==> src/rtl/prime_check.sv <==
`default_nettype none
// ============================================================================
//  Module      : prime_check
//  Description : Trial-division primality tester. It drives an external
//                divide/modulo unit with divisors 2,3,5,7,9,... and stops at
//                the first exact divisor, or once quotient < divisor (which
//                means d*d > n). No multiplier is used.
//  Revision    : 1.0  initial release
// ============================================================================
module prime_check #(
    parameter int WIDTH = 16
) (
    input  logic             clk,
    input  logic             rst,
    input  logic             i_go,
    input  logic [WIDTH-1:0] i_n,
    output logic             o_ready,
    output logic             o_is_prime,
    output logic             o_error,
    output logic [WIDTH-1:0] o_factor,
    output logic             o_dm_go,
    output logic [WIDTH-1:0] o_dm_a,
    output logic [WIDTH-1:0] o_dm_b,
    input  logic             i_dm_ready,
    input  logic             i_dm_error,
    input  logic [WIDTH-1:0] i_dm_div,
    input  logic [WIDTH-1:0] i_dm_mod
);

    typedef enum logic [1:0] {
        S_IDLE  = 2'd0,
        S_ISSUE = 2'd1,
        S_HOLD  = 2'd2,
        S_WAIT  = 2'd3
    } state_t;

    localparam logic [WIDTH-1:0] c_ZERO  = '0;
    localparam logic [WIDTH-1:0] c_TWO   = WIDTH'(2);
    localparam logic [WIDTH-1:0] c_THREE = WIDTH'(3);
    localparam logic [WIDTH-1:0] c_FOUR  = WIDTH'(4);

    state_t           r_state;
    logic             r_go_q;
    logic             r_ready;
    logic             r_is_prime;
    logic             r_error;
    logic [WIDTH-1:0] r_factor;
    logic             r_dm_go;
    logic [WIDTH-1:0] r_dm_a;
    logic [WIDTH-1:0] r_dm_b;
    logic [WIDTH-1:0] r_d;

    logic             w_start;
    logic [WIDTH-1:0] w_d_next;

    // Start is a 0->1 transition of go; history is tracked every cycle so a
    // held-high go can never look like a fresh request later.
    assign w_start  = i_go & ~r_go_q;
    // After 2 only odd divisors are tried.
    assign w_d_next = (r_d == c_TWO) ? c_THREE : (r_d + c_TWO);

    // Control FSM with all outputs registered.
    always_ff @(posedge clk) begin
        if (rst) begin
            r_state    <= S_IDLE;
            r_go_q     <= 1'b0;
            r_ready    <= 1'b1;
            r_is_prime <= 1'b0;
            r_error    <= 1'b0;
            r_factor   <= c_ZERO;
            r_dm_go    <= 1'b0;
            r_dm_a     <= c_ZERO;
            r_dm_b     <= c_ZERO;
            r_d        <= c_TWO;
        end else begin
            r_go_q <= i_go;
            case (r_state)
                S_IDLE: begin
                    if (w_start) begin
                        r_error  <= 1'b0;
                        r_factor <= c_ZERO;
                        if (i_n < c_TWO) begin
                            r_is_prime <= 1'b0;
                        end else if (i_n < c_FOUR) begin
                            r_is_prime <= 1'b1;
                        end else begin
                            r_is_prime <= 1'b0;
                            r_d        <= c_TWO;
                            r_dm_a     <= i_n;
                            r_dm_b     <= c_TWO;
                            r_dm_go    <= 1'b1;
                            r_ready    <= 1'b0;
                            r_state    <= S_ISSUE;
                        end
                    end
                end
                S_ISSUE: begin
                    // Single-cycle start pulse per division.
                    r_dm_go <= 1'b0;
                    r_state <= S_HOLD;
                end
                S_HOLD: begin
                    // Give the divider time to drop a stale ready.
                    r_state <= S_WAIT;
                end
                S_WAIT: begin
                    if (i_dm_ready) begin
                        if (i_dm_error) begin
                            r_error    <= 1'b1;
                            r_is_prime <= 1'b0;
                            r_ready    <= 1'b1;
                            r_state    <= S_IDLE;
                        end else if (i_dm_mod == c_ZERO) begin
                            r_factor   <= r_d;
                            r_is_prime <= 1'b0;
                            r_ready    <= 1'b1;
                            r_state    <= S_IDLE;
                        end else if (i_dm_div < r_d) begin
                            // quotient < divisor implies d*d > n: no factor left
                            r_is_prime <= 1'b1;
                            r_ready    <= 1'b1;
                            r_state    <= S_IDLE;
                        end else begin
                            r_d     <= w_d_next;
                            r_dm_b  <= w_d_next;
                            r_dm_go <= 1'b1;
                            r_state <= S_ISSUE;
                        end
                    end
                end
                default: begin
                    r_ready <= 1'b1;
                    r_state <= S_IDLE;
                end
            endcase
        end
    end

    assign o_ready    = r_ready;
    assign o_is_prime = r_is_prime;
    assign o_error    = r_error;
    assign o_factor   = r_factor;
    assign o_dm_go    = r_dm_go;
    assign o_dm_a     = r_dm_a;
    assign o_dm_b     = r_dm_b;

endmodule
`default_nettype wire

==> config.mk <==
export PLATFORM = sky130hd
export DESIGN_NAME = prime_check
export DESIGN_NICKNAME = d
export VERILOG_FILES = /design/src/rtl/prime_check.sv
export SDC_FILE = /design/constraint.sdc
export NUM_CORES = 1
export LEC_CHECK = 0
export ABC_AREA = 1
export CAP_MARGIN = 20
export CELL_PAD_IN_SITES_DETAIL_PLACEMENT = 1
export CELL_PAD_IN_SITES_GLOBAL_PLACEMENT = 1
export CORE_MARGIN = 3
export CORE_UTILIZATION = 25
export DETAILED_ROUTE_END_ITERATION = 12
export PLACE_DENSITY = 0.78
export SYNTH_ARGS = -nofsm -noshare
export SYNTH_HDL_FRONTEND = slang
export SYNTH_SLANG_ARGS = --single-unit
==> constraint.sdc <==
create_clock -name clk -period 2.31 [get_ports clk]
set_clock_uncertainty 0.2 [all_clocks]
set_input_delay 0.693 -clock clk [delete_from_list [all_inputs] [get_ports clk]]
set_output_delay 0.693 -clock clk [all_outputs]
set_load 0.02 [all_outputs]
* Word-level counts from Yosys, hierarchy flattened
Index checks and enable logic that the tools add are counted.
** Word-level totals
- Bits of input ports :: 53
- Bits in registers :: 71
** Cells by class
- Reduce and logical (&&, ||, !) cells :: 12
- Magnitude comparators :: 3
- Multiplexer cells :: 49
- Eq/ne operators :: 14
- $add $sub $neg :: 1
- Bitwise logic cells :: 4
** Operators by type and width (count)
- $mux W16 :: 12
- $pmux W16 S2 :: 2
- $mux W1 :: 26
- $ne A2 B2 Y1 const B :: 9
- $add A16 B2 Y16 const B :: 1
- $eq A16 B2 Y1 const B :: 1
- $logic_not A16 Y1 :: 1
- $lt A16 B16 Y1 :: 1
- $lt A16 B2 Y1 const B :: 1
- $lt A16 B3 Y1 const B :: 1
- $reduce_and A4 Y1 :: 4
- $reduce_and A8 Y1 :: 2
- $mux W2 :: 4
- $pmux W2 S4 :: 1
- $pmux W1 S2 :: 3
- $reduce_and A6 Y1 :: 1
- $reduce_and A5 Y1 :: 1
- $eq A2 B2 Y1 const B :: 2
- $ne A4 B4 Y1 const B :: 1
- $not A1 Y1 :: 3
- $pmux W1 S3 :: 1
- $reduce_bool A3 Y1 :: 1
- $eq A2 B1 Y1 const B :: 1
- $logic_not A2 Y1 :: 1
- 2 further kinds :: 2

* Depth between registers and ports, before layout
- Depth in word-level cells :: 7
- Mapped depth :: 15

* Worst setup path before layout
Ideal clock, no wire load.
- Path kind :: input port to flip-flop
- From :: input port i_dm_div[15]
- To :: register r_dm_b[11] (netlist: o_dm_b[11])
- Data required time :: 2.040 ns
- Slack :: 0.063 ns
- Buffers on the path :: 1
- Cell stages on the path :: 11
- Arrival :: 1.977 ns
- Setup time :: 0.070 ns
- Cell sequence :: ha_1 > nand2_1 > inv_1 > nand3_1 > inv_1 > a21oi_1 > nand3_2 > nand2_4 > buf_6 > nand2_1 > a21oi_1
** On the way
- Cells in the longest elaborated chain, start to end :: 3
** Ends and longest elaborated chain
- from (decl) :: RTL line 26 : input logic [WIDTH-1:0] i_dm_div,
- $lt A16 B16 Y1 :: RTL line 118 : end else if (i_dm_div < r_d) begin
- $ne A2 B2 Y1 (no source line)
- $reduce_and A8 Y1 (no source line)
- to (signal assigned) :: RTL line 73 : r_dm_b <= c_ZERO;
- to (signal assigned) :: RTL line 90 : r_dm_b <= c_TWO;
- to (signal assigned) :: RTL line 125 : r_dm_b <= w_d_next;
- to (decl) :: RTL line 50 : logic [WIDTH-1:0] r_dm_b;
Every way passes these cells.
A chain may end at the register's enable or synchronous reset.

* Final worst setup path
- From :: input port i_dm_div[7]
- To :: register r_dm_b[2] (netlist: o_dm_b[2])
Same word-level chain as after synthesis.

==> flow_summary.ini <==
[timing]
minimum_hold_slack_ns = 0.2679
timing.setup.tns_ns = 0
postLayoutSetupSlackWorst_ns = 0.03309
final.min_clock_period_ns = 2.277
final_max_slew_viol_count = 0
max_slew.worst_pin.slew_ns = 0.3622
fin_crit_sh_pct = 98.57
fmaxAchievable_ghz = 0.4392
setup-violations-final = 0
hold_viol = 0
max_slew_margin_pct = 75.77

[clock_tree]
root_buffer = sky130_fd_sc_hd__clkbuf_16
path_clk_slew_ns = 0.09
holdBufCountCts = 0
tritoncts_clock_tree = done
insertion_delay_ns = 0.31
maximum_clock_insertion_buffer_count = 2
tritoncts.num_buffers = 5
h-tree-depth = 2
cts.sinks = 56

[min_path]
worstHoldPathType = reg2reg

[global_routing]
number_of_global_route_vias_before_repair = 4114
track_usage_pct = 16.92
grt_first_pass_wirelength_mm = 20.14
grt_start_max_net_pins = 36
grt-ovfl-total = 0
antenna_found_initial = 0

[detailed_routing]
postRouteAntennaNets = 0
drt_iter0_drc = 137
route.layer.met1.wl_mm = 5.028
wire_per_inst_microns = 16.64
routed-wl-met2_mm = 6.834
detail_route.drc_violations = 0
wl_met3_microns = 838
vias = 3750
wl_mm = 12.98
topRoutingLayerUsed = met4
firstDrtPassIters = 4
drt-vias-per-instance = 4.808

[floorplan]
row_count = 41
io_pins = 105
dieArea_sq_um = 14810
start_util_pct = 25.98
core_sq_um = 12880
die-width_microns = 121.7
fp.dieH_microns = 121.7

[worst_setup_path]
crit_path_end_kind = flip-flop
startpoint_type = input port
criticalPathCategory = in2reg
max_stage_delay_ns = 0.24
worstPathArrival_ns = 2.33
worst_path_most_repeated_cell = sky130_fd_sc_hd__nand2_1
crit_required_ns = 2.36
timing.critical_path.fanout_max = 7
worstPathCellList = clkdlybuf4s15_1 > ha_4 > nand2_1 > inv_1 > nor3_2 > nand2_2 > nand2_4 > nand3_4 > buf_8 > nand3b_1 > nand2_1 > nor2_1
worst_path_max_delay_cell = sky130_fd_sc_hd__ha_4

[cells_and_area]
num_antenna_cells = 0
layout-drive-gt1-share_pct = 22.70
fin_nets = 680
fillerInstances = 1578
seq_area_sq_um = 1122
synthToLayoutAreaGrowth_pct = 60.66
finalCoreUtilization_pct = 41.75
area_used_by_multi_input_combinational_logic_sq_um = 2202

[power]
power.share.switching_pct = 41.91
internal-power_mw = 2.498
psw_mw = 1.802
clk_network_pwr_share_pct = 18.8
power_per_cell_area_nw_per_um2 = 800.1
share_seq_of_total_power_pct = 27.6
max-vdd-ir-drop_uv = 363.8
combinational_cell_fraction_of_total_power_pct = 53.7
total_leakage_power_nw = 2.241

[synthesis]
ranking_of_synthesized_cells_by_instance_count = sky130_fd_sc_hd__nand2_1 (92), sky130_fd_sc_hd__nor2_1 (79), sky130_fd_sc_hd__dfxtp_1 (56), sky130_fd_sc_hd__nand3_1 (54), sky130_fd_sc_hd__a21oi_1 (41)
synth.lib_cells_used.distinct = 31
ys_dominant_reg_cell = sky130_fd_sc_hd__dfxtp_1
flops_latches_synth = 56
synth.avg_cell_area_sq_um = 6.985
synthArstFlopShare_pct = 0
synth.cell_area_sq_um = 3346
yosysMostFrequentCell = sky130_fd_sc_hd__nand2_1
synth_top_area_cell = sky130_fd_sc_hd__dfxtp_1
synth_sequential_area_ratio_pct = 33.51
synth.top_cells.by_area = sky130_fd_sc_hd__dfxtp_1 (34%), sky130_fd_sc_hd__nand2_1 (10%), sky130_fd_sc_hd__nor2_1 (8.9%), sky130_fd_sc_hd__nand3_1 (8.1%), sky130_fd_sc_hd__ha_1 (7.5%)
syn-num-nets = 552
syn-instance-count = 479
synth.top_cell.area_share_pct = 33.51
synth_warnings = 0
synth_edf_count = 0

[outcome]
outcome = finished clean

[placed_design]
input_output_buffers = 104
dp_hpwl_mm = 9.036
minimum_setup_slack_after_placement_ns = -0.5647
final_replace_weighted_congestion = 0.8072

[flow_run]
maxCapViolations = 0
-- cell usage in the layout, fill, tap and decap left out, types with 4 or more instances in the layout --
master / count
sky130_fd_sc_hd__nand2_1: 81
sky130_fd_sc_hd__nor2_1: 73
sky130_fd_sc_hd__clkdlybuf4s50_1: 67
sky130_fd_sc_hd__dfxtp_1: 55
sky130_fd_sc_hd__nand3_1: 43
sky130_fd_sc_hd__buf_4: 39
sky130_fd_sc_hd__inv_1: 35
sky130_fd_sc_hd__a21oi_1: 26
sky130_fd_sc_hd__o21ai_0: 17
sky130_fd_sc_hd__dlymetal6s2s_1: 16
sky130_fd_sc_hd__a21oi_2: 13
sky130_fd_sc_hd__xor2_1: 12
sky130_fd_sc_hd__dlygate4sd2_1: 12
sky130_fd_sc_hd__nand3_2: 9
sky130_fd_sc_hd__ha_1: 9
sky130_fd_sc_hd__nand2_2: 8
sky130_fd_sc_hd__ha_4: 8
sky130_fd_sc_hd__buf_6: 7
sky130_fd_sc_hd__nor4_1: 6
sky130_fd_sc_hd__nor3_1: 6
sky130_fd_sc_hd__clkdlybuf4s15_1: 6
sky130_fd_sc_hd__nor2_2: 5
sky130_fd_sc_hd__nand2_4: 5
sky130_fd_sc_hd__clkbuf_16: 5
sky130_fd_sc_hd__buf_12: 5
sky130_fd_sc_hd__nand4_1: 4
-- registers in the layout (all words and copies together), names as in the netlist --
signal,flops
o_dm_a,16
o_factor,16
o_dm_go,1
o_ready,1
r_state,2
o_error,1
r_d,1
o_is_prime,1
r_go_q,1
o_dm_b,16
-- through the flow --
stage                     instance area [sq um]  std cells  power [mW]
final                                      5375        780       4.301
after global routing                       5375        780       4.587
after CTS                                  5154        779       4.242
after detailed placement                   4727        764       3.214
after global placement                     4727        764       3.135
after floorplan                            3346        479       2.319
-- cell families (layout without fill, tap and decap cells) --
logic type	after synthesis	after routing	synth area share, %
and+or+nand+nor	252	254	32.98
buffers and inverters	75	202	12.86
AOI/OAI and AO/OA	64	64	10.02
DFF	56	56	33.51
adders and majority gates	20	20	7.479
xor gates and xnor gates	12	12	3.141
-- per-layer routing --
layer  track usage (%)  vias to the layer above
met5                 0                        -
met4             4.482                        0
met3             4.921                       28
met2             32.02                      115
met1             18.29                     1806
li1                  -                     1801
-- path summary, 6_finish.rpt --
path | end | slack (ns) | start | depth (start not counted)
max reg2reg | o_dm_b[2] | 0.13 | o_dm_b[6] | 12
max | o_dm_b[2] | 0.03 | i_dm_div[7] | 12
min reg2reg | o_factor[7] | 0.27 | o_factor[7] | 2
min | o_factor[7] | 0.27 | o_factor[7] | 2
-- critical path, delay by kind of cell --
kind          cells  cell delay, ns
simple gates      8            0.91
buf+inv           3            0.49
fa+ha+maj         1            0.24
-- power by group through the flow --
stage | clock, mW | combinational, mW | sequential [mW]
4_1_cts | 0.824 | 2.23 | 1.18
2_1_floorplan | 0 | 1.01 | 1.31
6_report | 0.807 | 2.31 | 1.19
3_3_place_gp | 0 | 1.94 | 1.20
3_5_place_dp | 0 | 2.01 | 1.20
5_1_grt | 0.864 | 2.52 | 1.20
-- final cells by class --
cell class / instances / area share [%]
Clock buffer: 5 / 2.328
Inverter: 38 / 2.747
Timing Repair Buffer: 156 / 28.61
Clock inverter: 3 / 0.4655
Sequential cell: 56 / 20.88
Multi-Input combinational cell: 350 / 40.97
Tap cell: 172 / 4.004
-- timing repair --
item                                    CTS  global route
resized for setup                        76            68
endpoints found under the setup margin   30            47
buffers inserted                          5             2
cloned                                    3             1
pin swaps                                37            42
Power figures use the tool's default switching activity.
